## src/rtl/unpacked_array_serializer_pkg.sv

```systemverilog
// rtl/unpacked_array_serializer_pkg.sv - shared types and helpers for the array serializer
package asvi_ser_pkg;

  localparam int unsigned DEFAULT_N = 8;

  typedef enum logic {
    IDLE = 1'b0,
    SEND = 1'b1
  } ser_state_t;

  // Maps the beat counter onto the array element sent on that beat.
  function automatic int unsigned idx_of(input int unsigned counter,
                                         input bit          lsb_first,
                                         input int unsigned n);
    return lsb_first ? counter : (n - 1 - counter);
  endfunction

endpackage

```

## src/rtl/unpacked_array_serializer_if.sv

```systemverilog
// rtl/unpacked_array_serializer_if.sv - interface I carrying the unpacked array x
import asvi_ser_pkg::*;

interface I #(
  parameter int unsigned N = DEFAULT_N
);

  logic x [N-1:0];

  modport P (output x);
  modport C (input x);

endinterface

```

## src/rtl/unpacked_array_serializer.sv

```systemverilog
// rtl/unpacked_array_serializer.sv - snapshots I.x on load and streams it one element per beat
module unpacked_array_serializer
  import asvi_ser_pkg::*;
#(
  parameter int unsigned N         = DEFAULT_N,
  parameter bit          LSB_FIRST = 1'b1,
  localparam int unsigned IW       = (N > 1) ? $clog2(N) : 1
) (
  input  logic          i_clk,
  input  logic          i_rst,
  I.C                   p,
  input  logic          i_load_valid,
  output logic          o_load_ready,
  input  logic          i_flush,
  output logic          o_ser_valid,
  input  logic          i_ser_ready,
  output logic          o_ser_data,
  output logic [IW-1:0] o_index,
  output logic          o_done
);

  if ($size(p.x) != N) begin : g_size_check
    $error("unpacked_array_serializer: N does not match the size of I.x");
  end

  ser_state_t    state_q, state_d;
  logic [IW-1:0] cnt_q, cnt_d;
  logic          shadow_q [N-1:0];
  logic          shadow_d [N-1:0];
  logic          done_q, done_d;
  logic [IW-1:0] idx;

  always_ff @(posedge i_clk) begin
    if (i_rst) begin
      state_q <= IDLE;
      cnt_q   <= '0;
      done_q  <= 1'b0;
      for (int k = 0; k < N; k++) begin
        shadow_q[k] <= 1'b0;
      end
    end else begin
      state_q  <= state_d;
      cnt_q    <= cnt_d;
      done_q   <= done_d;
      shadow_q <= shadow_d;
    end
  end

  always_comb begin
    state_d  = state_q;
    cnt_d    = cnt_q;
    shadow_d = shadow_q;
    done_d   = 1'b0;
    unique case (state_q)
      IDLE: begin
        // Flush outranks load, so a load raised alongside a flush is dropped.
        if (i_load_valid && !i_flush) begin
          for (int k = 0; k < N; k++) begin
            shadow_d[k] = p.x[k];
          end
          cnt_d   = '0;
          state_d = SEND;
        end
      end
      SEND: begin
        if (i_flush) begin
          cnt_d   = '0;
          state_d = IDLE;
        end else if (i_ser_ready) begin
          if (cnt_q == IW'(N - 1)) begin
            cnt_d   = '0;
            state_d = IDLE;
            done_d  = 1'b1;
          end else begin
            cnt_d = cnt_q + IW'(1);
          end
        end
      end
      default: state_d = IDLE;
    endcase
  end

  assign idx = IW'(idx_of(int'(cnt_q), LSB_FIRST, N));

  // Outputs come only from registered state; idle presents zeros on data/index.
  always_comb begin
    o_load_ready = (state_q == IDLE);
    o_ser_valid  = (state_q == SEND);
    o_index      = (state_q == SEND) ? idx : '0;
    o_ser_data   = (state_q == SEND) ? shadow_q[idx] : 1'b0;
    o_done       = done_q;
  end

endmodule

```

## src/flat_wrapper.sv

```systemverilog
// flat-port wrapper written by rule: the top's interface ports become plain ports
module unpacked_array_serializer_flat import asvi_ser_pkg::*;
#(
  parameter int unsigned N         = DEFAULT_N,
  parameter bit          LSB_FIRST = 1'b1,
  localparam int unsigned IW       = (N > 1) ? $clog2(N) : 1
)
  (i_clk, i_rst, i_load_valid, o_load_ready, i_flush, o_ser_valid, i_ser_ready, o_ser_data, o_index, o_done, p_x);
  I #(.N(N)) p_i ();
  input  logic i_clk;
  input  logic i_rst;
  input  logic i_load_valid;
  output logic o_load_ready;
  input  logic i_flush;
  output logic o_ser_valid;
  input  logic i_ser_ready;
  output logic o_ser_data;
  output logic [IW-1:0] o_index;
  output logic o_done;
  input wire logic [$bits(p_i.x)-1:0] p_x;
  assign p_i.x = {>>{p_x}};
  unpacked_array_serializer #(.N(N), .LSB_FIRST(LSB_FIRST)) u_core (.i_clk(i_clk), .i_rst(i_rst), .p(p_i), .i_load_valid(i_load_valid), .o_load_ready(o_load_ready), .i_flush(i_flush), .o_ser_valid(o_ser_valid), .i_ser_ready(i_ser_ready), .o_ser_data(o_ser_data), .o_index(o_index), .o_done(o_done));
endmodule
```

## config.mk

```make
export PLATFORM = sky130hd
export DESIGN_NAME = unpacked_array_serializer_flat
export DESIGN_NICKNAME = d
export VERILOG_FILES = /design/src/rtl/unpacked_array_serializer_pkg.sv /design/src/rtl/unpacked_array_serializer_if.sv /design/src/rtl/unpacked_array_serializer.sv /design/src/flat_wrapper.sv
export SDC_FILE = /design/constraint.sdc
export NUM_CORES = 1
export LEC_CHECK = 0
export ABC_AREA = 1
export CAP_MARGIN = 20
export CORE_MARGIN = 1
export CORE_UTILIZATION = 30
export DETAILED_ROUTE_END_ITERATION = 12
export HOLD_SLACK_MARGIN = 0.03
export SYNTH_ARGS = -nofsm -noshare
export SYNTH_HDL_FRONTEND = slang
export SYNTH_SLANG_ARGS = --single-unit
```

## constraint.sdc

```tcl
create_clock -name i_clk -period 1.4 [get_ports i_clk]
set_input_delay 0.21 -clock i_clk [delete_from_list [all_inputs] [get_ports i_clk]]
set_output_delay 0.21 -clock i_clk [all_outputs]
set_load 0.01 [all_outputs]
```

# == After elaboration in Yosys (flattened, before gate mapping) ==
# Cells that the tools add are included.
# classes
add_sub_neg,1
n_lt_le_gt_ge,1
n_eq_ne,3
mux,15
bitwise,2
n_reduce_logical,5
# op_table
cell,n
2-to-1 mux 3 bit,5
2-to-1 mux 1 bit,7
one-hot mux 3 bit (2 select lines),1
"< comparator 3 x 4 -> 1 bit, second input constant",1
AND reduction 2 bit,2
OR reduction 4 bit,1
"adder 3 x 1 -> 3 bit, second input constant",1
binary-select mux 1 bit (select 3 bit),1
"equality test 3 bit, second input constant",1
"inequality test 3 bit, second input constant",1
"inequality test 2 x 1 -> 1 bit, second input constant",1
inverter 1 bit,2
one-hot mux 1 bit (2 select lines),1
logical AND 1 bit,1
logical NOT 1 bit,1
# totals
reg_bits,13
in_bits,13
out_inout_bits,7
wordCells,38

# == Longest topological paths before layout ==
# Gate-level depths: netlist of run 1.
# logic_depth
depth_word,5
ltp_mapped,7

# == Worst setup path before layout of run 1 ==
# Ideal clock, no wire load.
# synth_timing
path_type,register -> register
from,register u_core.cnt_q[0]
to,register u_core.cnt_q[2]
setup_time_ns,0.115
arrival_time_ns,1.047
t_required_ns,1.285
setup_slack_ns,0.238
stages_incl_launch_ff,7
path_buffers,0
synth_period_minus_slack_ns,1.162
cell_sequence,dfxtp_1 ha_1 ha_1 inv_1 nor2_1 a21oi_1 nor2_1
# synth_via
elab_chain_cells,5
# synth_rtl
item,line,text
"start, declared",unpacked_array_serializer.sv:27,"logic [IW-1:0] cnt_q, cnt_d;"
"start signal, assigned",unpacked_array_serializer.sv:43,cnt_q <= cnt_d;
adder 3 x 1 -> 3 bit / equality test 3 bit (equally long branches),"unpacked_array_serializer.sv:75, unpacked_array_serializer.sv:70",
2-to-1 mux 3 bit (*),unpacked_array_serializer.sv:70,if (cnt_q == IW'(N - 1)) begin
2-to-1 mux 3 bit (*),unpacked_array_serializer.sv:69,end else if (i_ser_ready) begin
2-to-1 mux 3 bit (*),unpacked_array_serializer.sv:66,if (i_flush) begin
one-hot mux 3 bit (2 select lines) (*),unpacked_array_serializer.sv:54,unique case (state_q)
# Mark *: on every way between the ends. The rest lies on a longest branch, timed or not. The select of a mux whose other input is x is not followed.
# A chain may end at the register's enable or synchronous reset.

# == Worst setup path after layout of run 1 ==
# layout_timing
from,register u_core.cnt_q[0]
to,output o_index[0]
# layout_via
elab_chain_cells,1
# layout_rtl
item,line,text
2-to-1 mux 3 bit,unpacked_array_serializer.sv:89,o_index = (state_q == SEND) ? idx : '0;
"end, declared",flat_wrapper.sv:18,output logic [IW-1:0] o_index;
# Every way passes these cells.

==> results of run 1 <==
==> cell families after synthesis <==
kind of cell / share of synthesized area (%)
DFF: 36.0
buffers and inverters: 13.3
AOI/OAI and AO/OA: 14.7
adders and majority gates: 3.47
and+or+nand+nor: 32.4
==> area by class of cell <==
class	instances	share of cell area [%]
Multi-Input combinational cell	70	36.7
Timing Repair Buffer	31	25.8
Sequential cell	13	25.7
Inverter	16	6.00
Tap cell	28	3.36
Clock buffer	4	2.52
==> repair_timing <==
action / in CTS / in global routing
hold buffers: 0 / 0
resized for setup: 15 / 5
pin swaps: 0 / 5
setup buffers: 0 / 1
endpoints found under the setup margin: 6 / 2
==> report_power, final <==
group / switching (mW) / total, mW / internal, mW
Clock: 0.124 / 0.234 / 0.110
Combinational: 0.103 / 0.213 / 0.110
Sequential: 0.0210 / 0.417 / 0.396
==> registers in the layout (all words and copies together), names as in the netlist <==
name / flops
u_core.shadow_q: 8
u_core.cnt_q: 3
u_core.o_ser_valid: 1
u_core.o_done: 1
==> final timing paths <==
check | endpoint | slack (ps)
setup / recovery | o_index[0] | 60
hold / removal | u_core.shadow_q[1] | 500
setup reg to reg | u_core.cnt_q[2] | 100
hold reg to reg | u_core.shadow_q[1] | 500
==> routing by layer <==
layer	vias up	part of all wire, %	global-route usage [%]
met2	11	51	26.1
met4	0	0.88	6.94
met1	322	46	17.1
li1	380	-	-
met3	2	2.6	1.79
met5	-	0	0
==> stage by stage <==
step	TNS, ps	std cells
finish	0	162
global route	-24.0	162
CTS	0	161
detailed placement	-220	157
global placement	-79.9	157
floorplan	0	102
==> worst reg2reg max path, stage by stage, from the launching register on <==
cell and delay (ps):
dfxtp_4 370, buf_4 150, ha_2 170, ha_1 260, inv_1 50, nor2_1 40, a21oi_1 110, nor2_1 50
==> cell usage in the layout (no fill, tap or decap) <==
cell type,synthesis,routed
ha_1,2,1
inv_4,0,1
buf_2,1,1
inv_1,12,12
buf_4,0,12
nand2_1,20,18
nor2_1,23,23
inv_2,4,3
dfxtp_4,0,1
nor2_4,1,1
clkdlybuf4s50_1,0,13
nand2_4,1,1
nand2_2,0,2
ha_2,0,1
o21ai_2,9,9
dfxtp_1,13,9
dfxtp_2,0,3
a21oi_2,2,2
clkbuf_1,0,1
dlygate4sd2_1,0,5
nand3_1,9,7
a21oi_1,2,2
nand3_2,0,2
nor3_1,1,1
clkbuf_4,0,3
==> impl_results.md, run 1 <==
- FF+latch area: between 200 and 300 um^2
- Number of global-route vias before repair: slightly above 700
- Final Util: a little under half
- Worst-Margin Slew: about 470 ps
- Beginning of the worst hold path: u_core.shadow_q[1]
- Total number of vias: a little over 700
- Reg2reg path depth: 7
- R2R Path Start: u_core.cnt_q[0]
- Final instance area: between 1000 and 1500 um^2
- Routed vias/inst: 4.41
- Footprint of the multi-input gates: 383 um^2
- Max clock buf depth: 2
- Setup CP Type: reg -> out
- Stages on worst setup path: 4
- CP top delay family: buffers and inverters
- Die Y: roughly 51 um
- Max cap viols: 0
- Area growth, synth to finish: 44.5%
- Tot Pwr: roughly 860 uW
- Number of distinct library cells after synthesis: 16
- Post-synth ARST share: 0%
- Min Hold Slack: ~500 ps
- Initial antenna violation count: 0
- Global-route wire length before repair: 2870 um
- Setup ws final: approximately 56 ps
- Fin crit share: a little over nine tenths
- Area share of the largest cell type after synthesis: 36.0%
- DR DRC count: 0
- I/O Pins: 20
- Clock latency on the worst-skew pair: around 270 ps
- Arr. time, crit path: roughly 1100 ps
- Post-DRT Antenna Nets: 0
- CTS sink cnt: 13
- Main flop type after synthesis: dfxtp_1
- Crit path launch type: register
- Syn Std Cell Area: approximately 720 um^2
- Dominant cells by area after synthesis: dfxtp_1, nor2_1, o21ai_2, nand2_1, nand3_1
- Fin Clk Skew: around 7.0 ps
- Synth warnings: 0
- Top cells by count, synth: nor2_1, nand2_1, dfxtp_1
- Sequential area share after synthesis: between 30% and 40%
- Peak Freq: 744 MHz
- Top-count cell post-synth: nor2_1
- Drt initial violations: 11
- Post-route minimum period: roughly 1300 ps
- Syn Inst Count: ~100
- Die width: roughly 51 um
- Crit-path cells: buf_4 -> nand2_1 -> inv_1 -> dlygate4sd2_1
- Count of port buffers added during placement: 19
- Layout cell share with drive strength beyond 1: 31.3%
- Crit path buf inv count: 3
- Post-DP HPWL: 1220 um
- CP Max Fanout: 6
- CTS Buf Count: 3
- HP Class: reg -> reg
- CP required: 1190 ps
- Setup Slack @ Placement: -122 ps
- Critical Path Sink Type: output pin
- Final count of hold timing violations: 0
- Cell Rows: 17
- Fillers: ~230
- Syn nets: around 120
- Initial Util: between 30% and 40%
- Avg WL per Cell: between 9 and 10 um
- Max incr delay on CP: around 370 ps
- Clock transition at path regs: roughly 80 ps
- Clock root buffer: clkbuf_4
- Slew HR: 68.8%
- H-tree Lvls: 1
- Fin. max-slew vios: 0
- Critical-path top delay cell: dfxtp_4
- Status: complete, no violations
- Finish-stage setup viols: 0
- Routed WL: 1590 um
- Grt ovf: 0
- Hold path depth: 2
- Die area: between 2000 and 3000 um^2
- Avg Cell Area, Syn: just over 7 um^2
- Largest net degree at the start of global routing: 12
- Max VDD drop: approximately 0.47 mV
- Leak: around 0.50 nW
- Final Wtd Congestion: roughly 0.79
- RSZ-0062 raised after global routing: true
- Drt pass-1 iters: 4
- Post-Place Cell Area: between 900 and 1000 um^2
- Core box area: between 2000 and 2500 um^2
- TritonCTS clock tree: yes
- Yosys top cell by area: dfxtp_1
- Register bit total from synthesis: 13
- Power Density: between 800 and 900 nW/um^2
- Total GRT Usage: between 10% and 20%
- Critical Path Start: u_core.cnt_q[0]
- Post-synth EDFFs: 0
- Diode count: 0
- Nets@finish: 150
Note: power is estimated with default switching activity, not from simulation.
==> inputs of run 2 (changes only) <==
- CORE_MARGIN: 1 -> not set
- REMOVE_ABC_BUFFERS: not set -> 1
==> run 2 against run 1 <==
Against the previous run: setup slack better by 20 ps; global-route usage up 0.53 points; core utilization up 0.28 points; non-clock buffer count down 2; critical path depth unchanged; count of clock-buffer cells in the layout unchanged; clock skew down 4.3 ps; routed wire length up 2.6%; sequential share of layout area down 0.15 points; register-to-register slack worse by 20 ps; clock power up 3%.
==> impl_results.md, run 2 (same netlist as run 1, synthesis figures left out) <==
- Status: complete, no violations (unchanged)
- Grt ovf: 0 (unchanged)
- Met1 usage: 17.8% (was 17.1%)
- Commonest non-fill, non-tap cells in the layout: nor2_1, nand2_1, clkdlybuf4s50_1 (unchanged)
- Avg WL per Cell: 10.2 um (was 9.81 um)
- Diode count: 0 (unchanged)
- GR peak layer: met2 (unchanged)
- Biggest regs: u_core.shadow_q (8), u_core.cnt_q (3) (unchanged)
- I/O Pins: 20 (unchanged)
- Post-CTS setup buffer count: 0 (unchanged)
- Routed vias/inst: 4.45 (was 4.41)
- CP Max Fanout: 6 (unchanged)
- Global-route wire length before repair: 2860 um (was 2870 um)
- Leak: 0.491 nW (was 0.496 nW)
- H-tree Lvls: 1 (unchanged)
- Setup CP Type: reg -> out (unchanged)
- Cell Rows: 17 (unchanged)
- Total GRT Usage: 15.2% (was 14.7%)
- Critical Path Sink Type: output pin (unchanged)
- CTS Buf Count: 3 (unchanged)
- CP required: 1190 ps (about the same)
- Peak Freq: 756 MHz (was 744 MHz)
- Most flop-heavy register: u_core.shadow_q (unchanged)
- Max VDD drop: 0.395 mV (was 0.471 mV)
- Count of port buffers added during placement: 19 (unchanged)
- Fillers: 229 (was 227)
- HP Class: reg -> reg (unchanged)
- Post-route minimum period: 1320 ps (was 1340 ps)
- Crit path launch type: register (unchanged)
- Fin crit share: 94.5% (was 96.0%)
- GR Util met2: 23.5% (was 26.1%)
- DR DRC count: 0 (unchanged)
- Tot Pwr: 874 uW (was 864 uW)
- Die area: 2610 um^2 (unchanged)
- Slew HR: 67.0% (was 68.8%)
- Nets@finish: 148 (was 150)
- Final instance area: 1050 um^2 (was 1040 um^2)
- Arr. time, crit path: 1110 ps (was 1130 ps)
- Met3 Usage GRT: 2.38% (was 1.79%)
- Largest net degree at the start of global routing: 12 (unchanged)
- Post-Place Cell Area: 1010 um^2 (was 993 um^2)
- Core box area: 2230 um^2 (unchanged)
- Drt initial violations: 13 (was 11)
- Worst-Margin Slew: 495 ps (was 468 ps)
- Fin. max-slew vios: 0 (unchanged)
- Finish-stage setup viols: 0 (unchanged)
- Layout cell share with drive strength beyond 1: 28.8% (was 31.3%)
- Drt pass-1 iters: 4 (unchanged)
- Max reg flops: 8 (unchanged)
- Routed WL: 1630 um (was 1590 um)
- Die width: 51.1 um (unchanged)
- Max clock buf depth: 2 (unchanged)
- Initial antenna violation count: 0 (unchanged)
- Commonest non-fill, non-tap cell in the layout: nor2_1 (unchanged)
- Total negative setup slack: 0 ps (unchanged)
- Fin Clk Skew: 2.72 ps (was 7.02 ps)
- RSZ-0062 raised after global routing: true (unchanged)
- TritonCTS clock tree: yes (unchanged)
- Area growth, synth to finish: 45.4% (was 44.5%)
- CTS sink cnt: 13 (unchanged)
- Clock transition at path regs: 80 ps (about the same)
- Total number of vias: 712 (was 715)
- Post-DRT Antenna Nets: 0 (unchanged)
- Die Y: 51.1 um (unchanged)
- Clock root buffer: clkbuf_4 (unchanged)
- Clock latency on the worst-skew pair: 280 ps (was 270 ps)
- Number of global-route vias before repair: 681 (was 722)
- Final count of hold timing violations: 0 (unchanged)
- Power Density: 833 nW/um^2 (was 828 nW/um^2)
- Register-to-register setup slack: 80 ps (was 100 ps)
- Final Wtd Congestion: 0.733 (was 0.785)
- Post-DP HPWL: 1240 um (was 1220 um)
- Max cap viols: 0 (unchanged)
- Hold_buf cts: 0 (unchanged)
- Initial Util: 32.3% (unchanged)
==> run 2: cell count changes in the layout (fill, tap and decap cells not counted), moves of 2 or more <==
cell | previous run | this run
buf_12 | 0 | 2
buf_4 | 12 | 7
clkdlybuf4s15_1 | 0 | 2
dlygate4sd2_1 | 5 | 3
nand3_1 | 7 | 9
nand3_2 | 2 | 0
==> run 2: what timing repair did <==
item	CTS	global route
gates resized for setup	16	5
cloned	0	0
endpoints found under the setup margin	6	5
pin swaps	0	3
==> run 2: final timing paths <==
| kind | from | endpoint | cells after the start |
|---|---|---|---|
| setup / recovery | u_core.cnt_q[0] | o_index[0] | 4 |
| hold / removal | u_core.shadow_q[0] | u_core.shadow_q[0] | 2 |
| setup reg to reg | u_core.cnt_q[0] | u_core.cnt_q[2] | 7 |
| hold reg to reg | u_core.shadow_q[0] | u_core.shadow_q[0] | 2 |
==> run 2: metal layers <==
| layer | routed length, um | up-vias |
|---|---|---|
| met5 | 0 | - |
| met4 | 75 | 0 |
| met3 | 64 | 6 |
| met2 | 759 | 18 |
| met1 | 730 | 315 |
| li1 | - | 373 |
==> run 2: cell type report <==
type | count | area, um^2 | area share [%]
multi-input cells | 70 | 373 | 35.5
flip-flops and latches | 13 | 268 | 25.5
inverters | 16 | 62.6 | 5.96
clock buffers | 4 | 26.3 | 2.50
well taps | 28 | 35.0 | 3.34
repair buffers | 29 | 285 | 27.2
==> run 2: metrics by stage <==
| step | cells | util [%] | setup WS (ps) | hold WS (ps) |
|---|---|---|---|---|
| after floorplan | 99 | - | 237 | 272 |
| after global placement | 156 | 45.3 | -70.5 | 470 |
| after detailed placement | 156 | 45.3 | -121 | 483 |
| after CTS | 160 | 46.6 | 29.8 | 498 |
| after global routing | 160 | 47.0 | -34.6 | 515 |
| final | 160 | 47.0 | 76.5 | 494 |
==> run 2: critical path: stages, from the launching register on <==
cell,delay [ps]
dfxtp_4,390
buf_4,130
nand2_1,40
inv_1,40
clkdlybuf4s15_1,220
==> run 2: power by group <==
group	switching, mW	internal (mW)
combinational	0.103	0.114
clock	0.129	0.111
sequential	0.0202	0.396
==> inputs of run 3 (changes only) <==
- CORE_UTILIZATION: 30 -> 41
- PLACE_DENSITY: not set -> 0.73
- clock period: 1.4 -> 1.1 ns (I/O delays scaled with it)
==> run 3 against run 2 <==
Against the previous run: the flow now finishes with violations (negative setup slack); worst hold slack worse by 37 ps; via count increased by 12%; clock power rose by 34%; critical endpoint is now o_ser_data.
==> impl_results.md, run 3 (same netlist as run 1, synthesis figures left out) <==
- Footprint of the multi-input gates: 467 um^2 (was 373 um^2)
- Critical-path top delay cell: dfxtp_1 (was dfxtp_4)
- Max reg flops: 8 (unchanged)
- Grt ovf: 0 (unchanged)
- Nets@finish: 154 (was 148)
- TritonCTS clock tree: yes (unchanged)
- Arr. time, crit path: 1200 ps (was 1110 ps)
- Die Y: 44.0 um (was 51.1 um)
- Routed WL: 2230 um (was 1630 um)
- Initial antenna violation count: 0 (unchanged)
- Die width: 44.0 um (was 51.1 um)
- Max cap viols: 0 (unchanged)
- Max VDD drop: 0.581 mV (was 0.395 mV)
- CTS Buf Count: 3 (unchanged)
- Status: finished, violations left (was complete, no violations)
- CP required: 940 ps (was 1190 ps)
- Placed Cells: 145 (was 156)
- I/O Pins: 20 (unchanged)
- CP Max Fanout: 2 (was 6)
- Number of global-route vias before repair: 728 (was 681)
- Fillers: 108 (was 229)
- Final Util: 76.4% (was 47.0%)
- Final instance area: 1200 um^2 (was 1050 um^2)
- Routed vias/inst: 5.17 (was 4.45)
- RSZ-0062 raised after global routing: true (unchanged)
- Drt initial violations: 30 (was 13)
- Leak: 0.565 nW (was 0.491 nW)
- Core box area: 1580 um^2 (was 2230 um^2)
- Setup ws final: -268 ps (was 76.5 ps)
- Final count of hold timing violations: 0 (unchanged)
- Fin Clk Skew: 1.80 ps (was 2.72 ps)
- Clock latency on the worst-skew pair: 290 ps (was 280 ps)
- CP top delay family: flip-flops (unchanged)
- Commonest non-fill, non-tap cell in the layout: nor2_1 (unchanged)
- Avg WL per Cell: 14.5 um (was 10.2 um)
- Drt pass-1 iters: 6 (was 4)
- Count of port buffers added during placement: 19 (unchanged)
- Post-route minimum period: 1370 ps
- Crit path buf inv count: 2 (was 3)
- CTS sink cnt: 13 (unchanged)
- DR DRC count: 0 (unchanged)
- Initial Util: 45.8% (was 32.3%)
- Crit-path cells: inv_1 -> nand2_1 -> nand3_2 -> nand2_1 -> nand2_1 -> nand2_1 -> buf_2 (was buf_4 -> nand2_1 -> inv_1 -> clkdlybuf4s15_1)
- Clock root buffer: clkbuf_4 (unchanged)
- Diode count: 0 (unchanged)
- Clock transition at path regs: 90 ps (was 80 ps)
- Post-DP HPWL: 1240 um (about the same)
- Fin. max-slew vios: 0 (unchanged)
- H-tree Lvls: 1 (unchanged)
- Peak Freq: around 730 MHz
- Worst-Margin Slew: 358 ps (was 495 ps)
- Slew HR: 76.1% (was 67.0%)
- Fin crit share: 124%
- Crit path launch type: register (unchanged)
- Area growth, synth to finish: 66.9% (was 45.4%)
- Commonest non-fill, non-tap cells in the layout: nor2_1, nand2_1, clkdlybuf4s50_1 (unchanged)
- Layout cell share with drive strength beyond 1: 46.4% (was 28.8%)
- Most common cell on crit path: nand2_1
- Post-DRT Antenna Nets: 0 (unchanged)
- Die area: 1930 um^2 (was 2610 um^2)
- Post-Place Cell Area: 991 um^2 (was 1010 um^2)
- Total number of vias: 796 (was 712)
- Total GRT Usage: 24.4% (was 15.2%)
- Cell Rows: 14 (was 17)
- FF+latch area: 275 um^2 (was 268 um^2)
- Min Hold Slack: 457 ps (was 494 ps)
- Biggest regs: u_core.shadow_q (8), u_core.cnt_q (3) (unchanged)
- Max clock buf depth: 2 (unchanged)
- Setup CP Type: reg -> out (unchanged)
- HP Class: in -> reg (was reg -> reg)
- Critical Path Sink Type: output pin (unchanged)
- Final Wtd Congestion: 0.800 (was 0.733)
- Finish-stage setup viols: 16 (was 0)
- Largest net degree at the start of global routing: 12 (unchanged)
- Max incr delay on CP: 360 ps (was 390 ps)
- Global-route wire length before repair: 3280 um (was 2860 um)
- Failing checks: negative setup slack
- Power Density: 1020 nW/um^2 (was 833 nW/um^2)
- Fin cells: 154 (was 160)
- Most flop-heavy register: u_core.shadow_q (unchanged)
[run 3: routing by layer]
metal	share of wire (%)	vias to the layer above	track usage [%]
li1	-	395	-
met1	42	376	29.8
met2	52	18	41.2
met3	2.3	7	3.75
met4	3.3	0	12.7
met5	0	-	0
[run 3: final cells by class]
type / count / area share [%]
inverters: 16 / 6.02
clock buffers: 4 / 2.18
flip-flops and latches: 13 / 22.8
well taps: 16 / 1.66
multi-input cells: 71 / 38.7
repair buffers: 34 / 28.6
[run 3: report_power, final]
group	leakage [nW]	internal (mW)	switching, mW
combinational	0.440	0.193	0.184
clock	0.0150	0.141	0.180
sequential	0.110	0.501	0.0314
[run 3: tightest hold or removal path: stages]
cell and delay [ps]:
clkdlybuf4s50_1 410, o21ai_2 110, nor2_1 30
[run 3: worst paths after layout]
kind / slack [ps] / cells past startpoint / end / startpoint
worst max register to register: -190 / 6 / u_core.shadow_q[4] / u_core.o_ser_valid
worst max-delay path: -270 / 7 / o_ser_data / u_core.shadow_q[5]
worst min register to register: 500 / 2 / u_core.shadow_q[6] / u_core.shadow_q[6]
worst min-delay path: 460 / 3 / u_core.shadow_q[5] / p_x[5]
[run 3: what timing repair did]
action | 4_1_cts | 5_1_grt
buffers inserted | 4 | 1
pin swaps | 11 | 7
setup endpoints to repair | 20 | 19
hold buffers | 0 | 0
resized for setup | 55 | 17
gates cloned | 1 | 0
[run 3: metrics by stage]
stage / setup slack (ps) / setup TNS, ps / total power [mW]
3_3_place_gp: -321 / -4440 / 0.799
4_1_cts: -198 / -1800 / 1.19
3_5_place_dp: -373 / -4830 / 0.807
6_report: -268 / -2220 / 1.23
2_1_floorplan: -62.8 / -71.8 / 0.668
5_1_grt: -354 / -3100 / 1.29
